$ cat src/rtl/bicubic_symmertial_demux.sv
// bicubic_symmertial_demux
//   Output-side counterpart of the Y-symmetric input mux. Each accepted beat carries one
//   4x4 superblock as two 8-lane result buses (low/high). The beat is de-mirrored when
//   super_y_symmetric is set, stored in a DEPTH-entry buffer, and streamed out one
//   4-pixel row per handshake, row 0 first.
//
// Parameters
//   PIX_W  bits per pixel lane
//   DEPTH  superblock buffer entries (power of 2, >= 2)
//
// Ports
//   clk, aresetn                 clock, asynchronous active-low reset
//   clken                        clock enable (present only with BICUBIC_DEMUX_CLKEN_EN)
//   in_valid / in_ready          superblock beat handshake
//   super_y_symmetric            beat lanes are in mirrored-row order
//   dsp_grp_l_in, dsp_grp_h_in   low/high group results, lane k at [PIX_W*k +: PIX_W]
//   out_valid / out_ready        row handshake
//   out_row                      4 pixels, pixel x at [PIX_W*x +: PIX_W]
//   out_row_idx, out_last        row index within the superblock, high on row 3
//
// Optional feature macro: BICUBIC_DEMUX_CLKEN_EN (adds the clken port; clken=0 freezes
// all state and blocks both handshakes).
module bicubic_symmertial_demux #(
  parameter int PIX_W = 8,
  parameter int DEPTH = 2
) (
  input  logic               clk,
  input  logic               aresetn,
`ifdef BICUBIC_DEMUX_CLKEN_EN
  input  logic               clken,
`endif
  input  logic               in_valid,
  output logic               in_ready,
  input  logic               super_y_symmetric,
  input  logic [8*PIX_W-1:0] dsp_grp_l_in,
  input  logic [8*PIX_W-1:0] dsp_grp_h_in,
  output logic               out_valid,
  input  logic               out_ready,
  output logic [4*PIX_W-1:0] out_row,
  output logic [1:0]         out_row_idx,
  output logic               out_last
);

  localparam int ROW_W = 4 * PIX_W;
  localparam int SB_W  = 16 * PIX_W;
  localparam int PTR_W = $clog2(DEPTH);
  localparam int CNT_W = $clog2(DEPTH + 1);

  // Entries are kept in natural row order: row r at [ROW_W*r +: ROW_W].
  function automatic logic [SB_W-1:0] demirror(input logic [2*ROW_W-1:0] l,
                                               input logic [2*ROW_W-1:0] h,
                                               input logic               sym);
    if (!sym) return {h, l};
    return {l[ROW_W-1:0], l[2*ROW_W-1:ROW_W], h[ROW_W-1:0], h[2*ROW_W-1:ROW_W]};
  endfunction

  logic [SB_W-1:0]  mem [DEPTH];
  logic [PTR_W-1:0] wr_ptr;
  logic [PTR_W-1:0] rd_ptr;
  logic [CNT_W-1:0] count;
  logic [1:0]       row_ptr;
  logic [SB_W-1:0]  rd_entry;
  logic             en;
  logic             push;
  logic             pop;
  logic             last_pop;

`ifdef BICUBIC_DEMUX_CLKEN_EN
  assign en = clken;
`else
  assign en = 1'b1;
`endif

  // Readiness comes from registered count only, so neither valid depends on a ready.
  assign in_ready  = en && (count != CNT_W'(DEPTH));
  assign out_valid = en && (count != '0);
  assign push      = in_valid && in_ready;
  assign pop       = out_valid && out_ready;
  assign last_pop  = pop && (row_ptr == 2'd3);

  assign rd_entry    = mem[rd_ptr];
  assign out_row_idx = row_ptr;
  assign out_last    = (row_ptr == 2'd3);

  always_comb begin
    out_row = '0;
    case (row_ptr)
      2'd0:    out_row = rd_entry[0*ROW_W +: ROW_W];
      2'd1:    out_row = rd_entry[1*ROW_W +: ROW_W];
      2'd2:    out_row = rd_entry[2*ROW_W +: ROW_W];
      default: out_row = rd_entry[3*ROW_W +: ROW_W];
    endcase
  end

  always_ff @(posedge clk or negedge aresetn) begin
    if (!aresetn) begin
      count   <= '0;
      wr_ptr  <= '0;
      rd_ptr  <= '0;
      row_ptr <= '0;
      for (int i = 0; i < DEPTH; i++) mem[i] <= '0;
    end else if (en) begin
      if (push) begin
        mem[wr_ptr] <= demirror(dsp_grp_l_in, dsp_grp_h_in, super_y_symmetric);
        wr_ptr      <= wr_ptr + PTR_W'(1);
      end
      if (pop) begin
        row_ptr <= row_ptr + 2'd1;
        if (last_pop) rd_ptr <= rd_ptr + PTR_W'(1);
      end
      case ({push, last_pop})
        2'b10:   count <= count + CNT_W'(1);
        2'b01:   count <= count - CNT_W'(1);
        default: count <= count;
      endcase
    end
  end

endmodule

$ cat config.mk
export PLATFORM = sky130hd
export DESIGN_NAME = bicubic_symmertial_demux
export DESIGN_NICKNAME = d
export VERILOG_FILES = /design/src/rtl/bicubic_symmertial_demux.sv
export SDC_FILE = /design/constraint.sdc
export NUM_CORES = 1
export LEC_CHECK = 0
export ABC_AREA = 1
export ABC_CLOCK_PERIOD_IN_PS = 1500
export BUFFER_PORTS_ARGS = -buffer_cell sky130_fd_sc_hd__buf_2
export CAP_MARGIN = 20
export CORE_AREA = 2 2 162 164
export CTS_CLUSTER_SIZE = 12
export DETAILED_ROUTE_END_ITERATION = 7
export DIE_AREA = 0 0 164 166
export GPL_TIMING_DRIVEN = 0
export PLACE_DENSITY = 0.86
export SLEW_MARGIN = 20
export SYNTH_ARGS = -nofsm -noshare
export SYNTH_HDL_FRONTEND = slang
export SYNTH_SLANG_ARGS = --single-unit
$ cat constraint.sdc
create_clock -name clk -period 1.5 [get_ports clk]
set_input_delay 0.15 -clock clk [delete_from_list [all_inputs] [get_ports clk]]
set_output_delay 0.15 -clock clk [all_outputs]
set_load 0.03 [all_outputs]
# Word level (Yosys, flattened, before mapping)
# Index checks and enable logic that the tools add are counted.
# W data, S select, Z words.
# word_totals
word_cells,43
in_bits,133
reg_bits,262
output_inout_bits,37
# op_classes
n_reduce_logical,8
eq_ne,6
n_bitwise,2
n_lt_le_gt_ge,3
mux,13
addsub,5
# ops
op,count
$mux W128,7
$bwmux W256,1
$demux W128 S1,1
$pmux W32 S3,1
$eq A2 B2 Y1 const B,3
$add A2 B1 Y2 const B,2
$eq A2 B1 Y1 const B,2
$ge A2 B2 Y1 const B,2
$logic_and A1 B1 Y1,4
$not A1 Y2,2
$pmux W2 S2,1
$reduce_bool A2 Y1,2
$add A1 B1 Y1 const B,2
$logic_not A2 Y1,1
$lt A2 B1 Y1 const B,1
$mux W1,2
$ne A2 B2 Y1 const B,1
$reduce_and A2 Y1,1
$sub A2 B1 Y2 const B,1

# Depth between registers and ports, before layout
# depth
word_depth,6
ltp_mapped,10
ltp_nobuf,8

# Worst setup path after synthesis
# No wires, ideal clock.
# synth_timing
path_type,register to output
from,reg row_ptr[0] (netlist: out_row_idx[0])
to,out out_row[0]
n_path_buf,2
stages_incl_launch_ff,11
path_slack_ps,-384
required_ps,1350
arrival_time_ps,1734
cell_sequence,dfrtp_1 -> inv_1 -> ha_1 -> buf_2 -> clkbuf_1 -> nand2_1 -> nand2_1 -> inv_1 -> nand2_1 -> nand3_1 -> nand2_1
# synth_via
elab_chain_cells,2
word_cells_on_any_way,4
classes_between,eq/ne: 2; mux: 1; reduce/logical: 1
# synth_lines
item,line_no,rtl
"start, declared",61,logic [1:0] row_ptr;
"start signal, assigned",108,row_ptr <= row_ptr + 2'd1;
"$eq A2 B2 Y1, or another cell as far along",87,case (row_ptr)
$pmux W32 S3 (*),87,
"end, declared",39,"output logic [4*PIX_W-1:0] out_row,"
# Mark *: on every way between the ends. The rest lies on a longest branch, timed or not.

# Worst setup path in the final report
# layout_timing
from,reg row_ptr[0] (netlist: out_row_idx[0])
to,out out_row[8]
# Same word-level chain as after synthesis.

==> results <==
- The flow ran to the end, but the final reports show violations.
- The final reports fail on hold timing, setup timing.
- The count of cell types in the netlist is 21.
- Once detailed placement completed, the half-perimeter wirelength came to around 35,000 um.
- The required time of the critical path is 1.35 ns.
- The analysis attributes to cell leakage a power of ~8.6 nW.
- The total routed wirelength is roughly 53,000 um.
- The via count of the first global-routing pass is 14,050.
- Power spread over the standard cell area amounts to roughly 2500 nW/um2.
- TritonCTS created 27 clock buffers.
- The clock passes through at most 3 buffers.
- Final hold analysis gives a worst-case slack of -0.4208 ns.
- The number of hold buffers added after CTS was 40.
- The overall overflow remaining after global route is 0.
- The cell area that synthesis handed to floorplanning was between 10,000 and 15,000 um2.
- Cells fill 69.50% of the core in the end.
- Setup repair after global routing could not meet its margin everywhere.
- 170 I/O pins were placed.
- The final clock period utilization by the worst path is 161.5%.
- The floorplan step defined a core boundary enclosing around 26,000 um2.
- In the final design database the tool counted roughly 2,100 nets.
- The count of warnings emitted by yosys is 0.
- The library cell used most frequently in the layout, excluding fill and tap cells, is sky130_fd_sc_hd__nand2_1.
- CTS built an H-tree with a depth of 1.
- In the synthesized netlist the dominant register cell turns out to be sky130_fd_sc_hd__dfrtp_1.
- The mean cell area of the mapped netlist is 7.645 um2.
- After floorplanning, the core was divided into 59 placement rows.
- The effective utilization at floorplan is between 50% and 60%.
- In the routed layout, each cell is associated on average with a via count of 6.070.
- The worst setup path is captured at an output pin.
- The count of antenna diodes in the layout is 0.
- Dividing the detail-routed wire length by the instance count gives around 23 um.
- Once routing completed, OpenROAD measured the worst setup slack at -0.9223 ns.
- The area of the die is approximately 27,000 um2.
- In the routed design, unresolved DRC markers number 0.
- The worst endpoint data arrival time is 2.27 ns.
- After routing, the total negative slack on setup checks comes to -28.65 ns.
- In this run the worst hold path is classified as primary input to async pin.
- The area share of the largest cell type after synthesis is between 40% and 50%.
- The initial antenna violation count is 0.
- The smallest clock period supported by the final layout is computed as about 2.4 ns.
- In the post-synthesis netlist, the biggest area contributors are sky130_fd_sc_hd__dfrtp_1, sky130_fd_sc_hd__nand2_1, sky130_fd_sc_hd__o21ai_1, sky130_fd_sc_hd__o21ai_0, sky130_fd_sc_hd__or2_2.
- Derived from the worst setup path, the maximum achievable clock frequency is just over 400 MHz.
- The combined global-route utilization of all metal layers is between 30% and 40%.
- After the first detailed-routing iteration, the DRC count stood at between 1,500 and 2,000.
- Summed over all instances, the cell type with the most area after synthesis is sky130_fd_sc_hd__dfrtp_1.
- The post-placement setup slack is -0.7710 ns.
- The reported max-cap violation count is 0.
- The start-to-end type of the worst setup path is flop to output pin.
- The worst setup path is launched from a flop.
- Summing all placed instances gives a cell area of approximately 15,000 um2.
- The worst-path maximum fanout is 10.
- The setup-violating endpoint count in the final report is 38.
- Before antenna repair, the detailed router went through 6 iterations.
- The final-report hold violation count came to 82.
- The share of flip-flops with an asynchronous set or reset is 100.0%.
- In this run, synthesis inferred 0 flip-flops with an integrated enable.
- The post-synthesis sequential element count is approximately 260.
- The vertical extent of the die is around 170 um.
- The maximum vdd drop is 1996 uV.
- Traced cell by cell, the critical path runs through inv_4 -> ha_4 -> buf_4 -> clkbuf_16 -> a21oi_1 -> nand2_1 -> nand3_2 -> nand2_2 -> buf_6.
- The first-pass GRT wire length is 77,470 um.
- The actual transition at the worst max-transition pin is 0.7701 ns.
- The worst-skew pair later-pin latency is around 0.55 ns.
- The maximum number of pins on one net before global-route repair is a little over 100.
- The number of sinks on the clock net is around 260.
- The worst pin sits at a relative slew slack of 48.12%.
- In the layout the commonest cells are sky130_fd_sc_hd__nand2_1, sky130_fd_sc_hd__dfrtp_1, sky130_fd_sc_hd__o21ai_1.
- The cell count after synthesis is approximately 1,700.
- The post-synthesis net count is around 1,900.
- Routability-driven placement finished with a final weighted congestion of 0.9535.
- The clock arrives with around 0.014 ns of skew.
- The cell at the root of the clock tree is sky130_fd_sc_hd__clkbuf_16.
- The proportion of synthesized chip area in sequential cells is between 40 and 50%.
- The share of post-route cells with drive strength above 1 is between 30% and 40%.
- The signed area change from the synthesized netlist to the final layout is 34.21%.
- The final antenna-violating net count is 0.
- The post-layout instance area is between 15,000 and 20,000 um2.
- The final-report max-slew violation count was 0.
- Input and output buffers added on the ports amount to approximately 170.
- The CTS tree is yes.
- On the worst path, the slowest cell contributes a delay of 0.46 ns.
- The standard cell with the maximum stage delay on the critical path is sky130_fd_sc_hd__dfrtp_2.
- The total number of vias is roughly 14,000.
- The number of filler cells placed in the layout is 1,919.
- The clock transition time at the flip-flop clock pins of the worst setup and hold paths is ~0.070 ns.
- The die is 164 um wide.
==> state kept, by name, indices dropped and copies added (netlist names) <==
| name | cells |
|---|---|
| count | 2 |
| mem | 256 |
| out_row_idx | 2 |
| rd_ptr | 1 |
| wr_ptr | 1 |
==> cells by family after synthesis <==
kind of cell / synth area share (%)
buffers and inverters: 6.584
xor gates and xnor gates: 0.1981
adders and majority gates: 0.5660
and+or+nand+nor: 24.86
AOI/OAI and AO/OA: 18.37
DFF: 49.43
==> worst paths after layout <==
path	start	end	slack, ns	cells past startpoint
hold reg to reg	mem[117]	mem[117]	0.48	2
min in group clk	dsp_grp_l_in[11]	mem[235]	-0.01	3
max in group asynchronous	aresetn	mem[113]	0.56	3
hold / removal	aresetn	mem[184]	-0.42	1
setup reg to reg	out_row_idx[0]	count[1]	-0.34	10
setup / recovery	out_row_idx[0]	out_row[8]	-0.92	9
==> power by group <==
part / switching, mW / internal (mW) / total [mW]
clock: 2.83 / 3.50 / 6.34
sequential: 2.60 / 10.6 / 13.2
combinational: 15.1 / 9.63 / 24.7
total: 20.5 / 23.7 / 44.2
==> synth_stat cells, drive strengths merged (2+ instances only) <==
library cell    n
buf            84
xor2            2
ha              6
o21ai         417
or2           129
nor2           66
inv            74
clkbuf         41
a21oi          66
nand3          32
nand2         554
dfrtp         262
==> per-layer routing <==
| metal | global-route usage, % | wire length [um] | part of all wire [%] | up-vias |
|---|---|---|---|---|
| met4 | 26.32 | 4595 | 8.7 | 0 |
| met5 | 0 | 0 | 0 | - |
| li1 | - | - | - | 6130 |
| met2 | 58.68 | 24050 | 45 | 1020 |
| met1 | 47.14 | 18830 | 36 | 6824 |
| met3 | 6.119 | 5502 | 10 | 272 |
==> critical path: cells and delay by family (launching register included) <==
kind | cells | cell delay (ns)
flip-flops | 1 | 0.46
adder cells (fa/ha/maj) | 1 | 0.18
AO/OA/AOI/OAI | 1 | 0.07
AND/OR/NAND/NOR | 3 | 0.37
buffers and inverters | 4 | 0.63
==> final cells by class <==
| class | count | area [um2] | share of cell area [%] |
|---|---|---|---|
| Multi-Input combinational cell | 1274 | 6658 | 37.40 |
| Sequential cell | 262 | 6559 | 36.84 |
| Timing Repair Buffer | 236 | 1886 | 10.59 |
| Buffer | 125 | 1204 | 6.761 |
| Clock buffer | 37 | 763.2 | 4.287 |
| Tap cell | 335 | 419.2 | 2.355 |
| Inverter | 74 | 287.8 | 1.617 |
| Clock inverter | 4 | 26.28 | 0.1476 |
==> per-stage QoR <==
| stage | total power [mW] | instances | hold slack, ns |
|---|---|---|---|
| 2_1_floorplan | 24.48 | 1735 | -0.1456 |
| 3_5_place_dp | 30.84 | 2241 | 0.1633 |
| 5_1_grt | 46.06 | 2347 | -0.3812 |
| 3_3_place_gp | 30.21 | 2239 | 0.4656 |
| 6_report | 44.24 | 2347 | -0.4208 |
| 4_1_cts | 40.63 | 2336 | -0.3958 |
==> repair_timing <==
item	4_1_cts	5_1_grt
pin swaps	3	30
buffers inserted	10	4
endpoints found under the setup margin	265	190
cloned	4	8
hold endpoints to repair	142	78
gates resized for setup	218	213
Note: power is estimated with default switching activity, not from simulation.
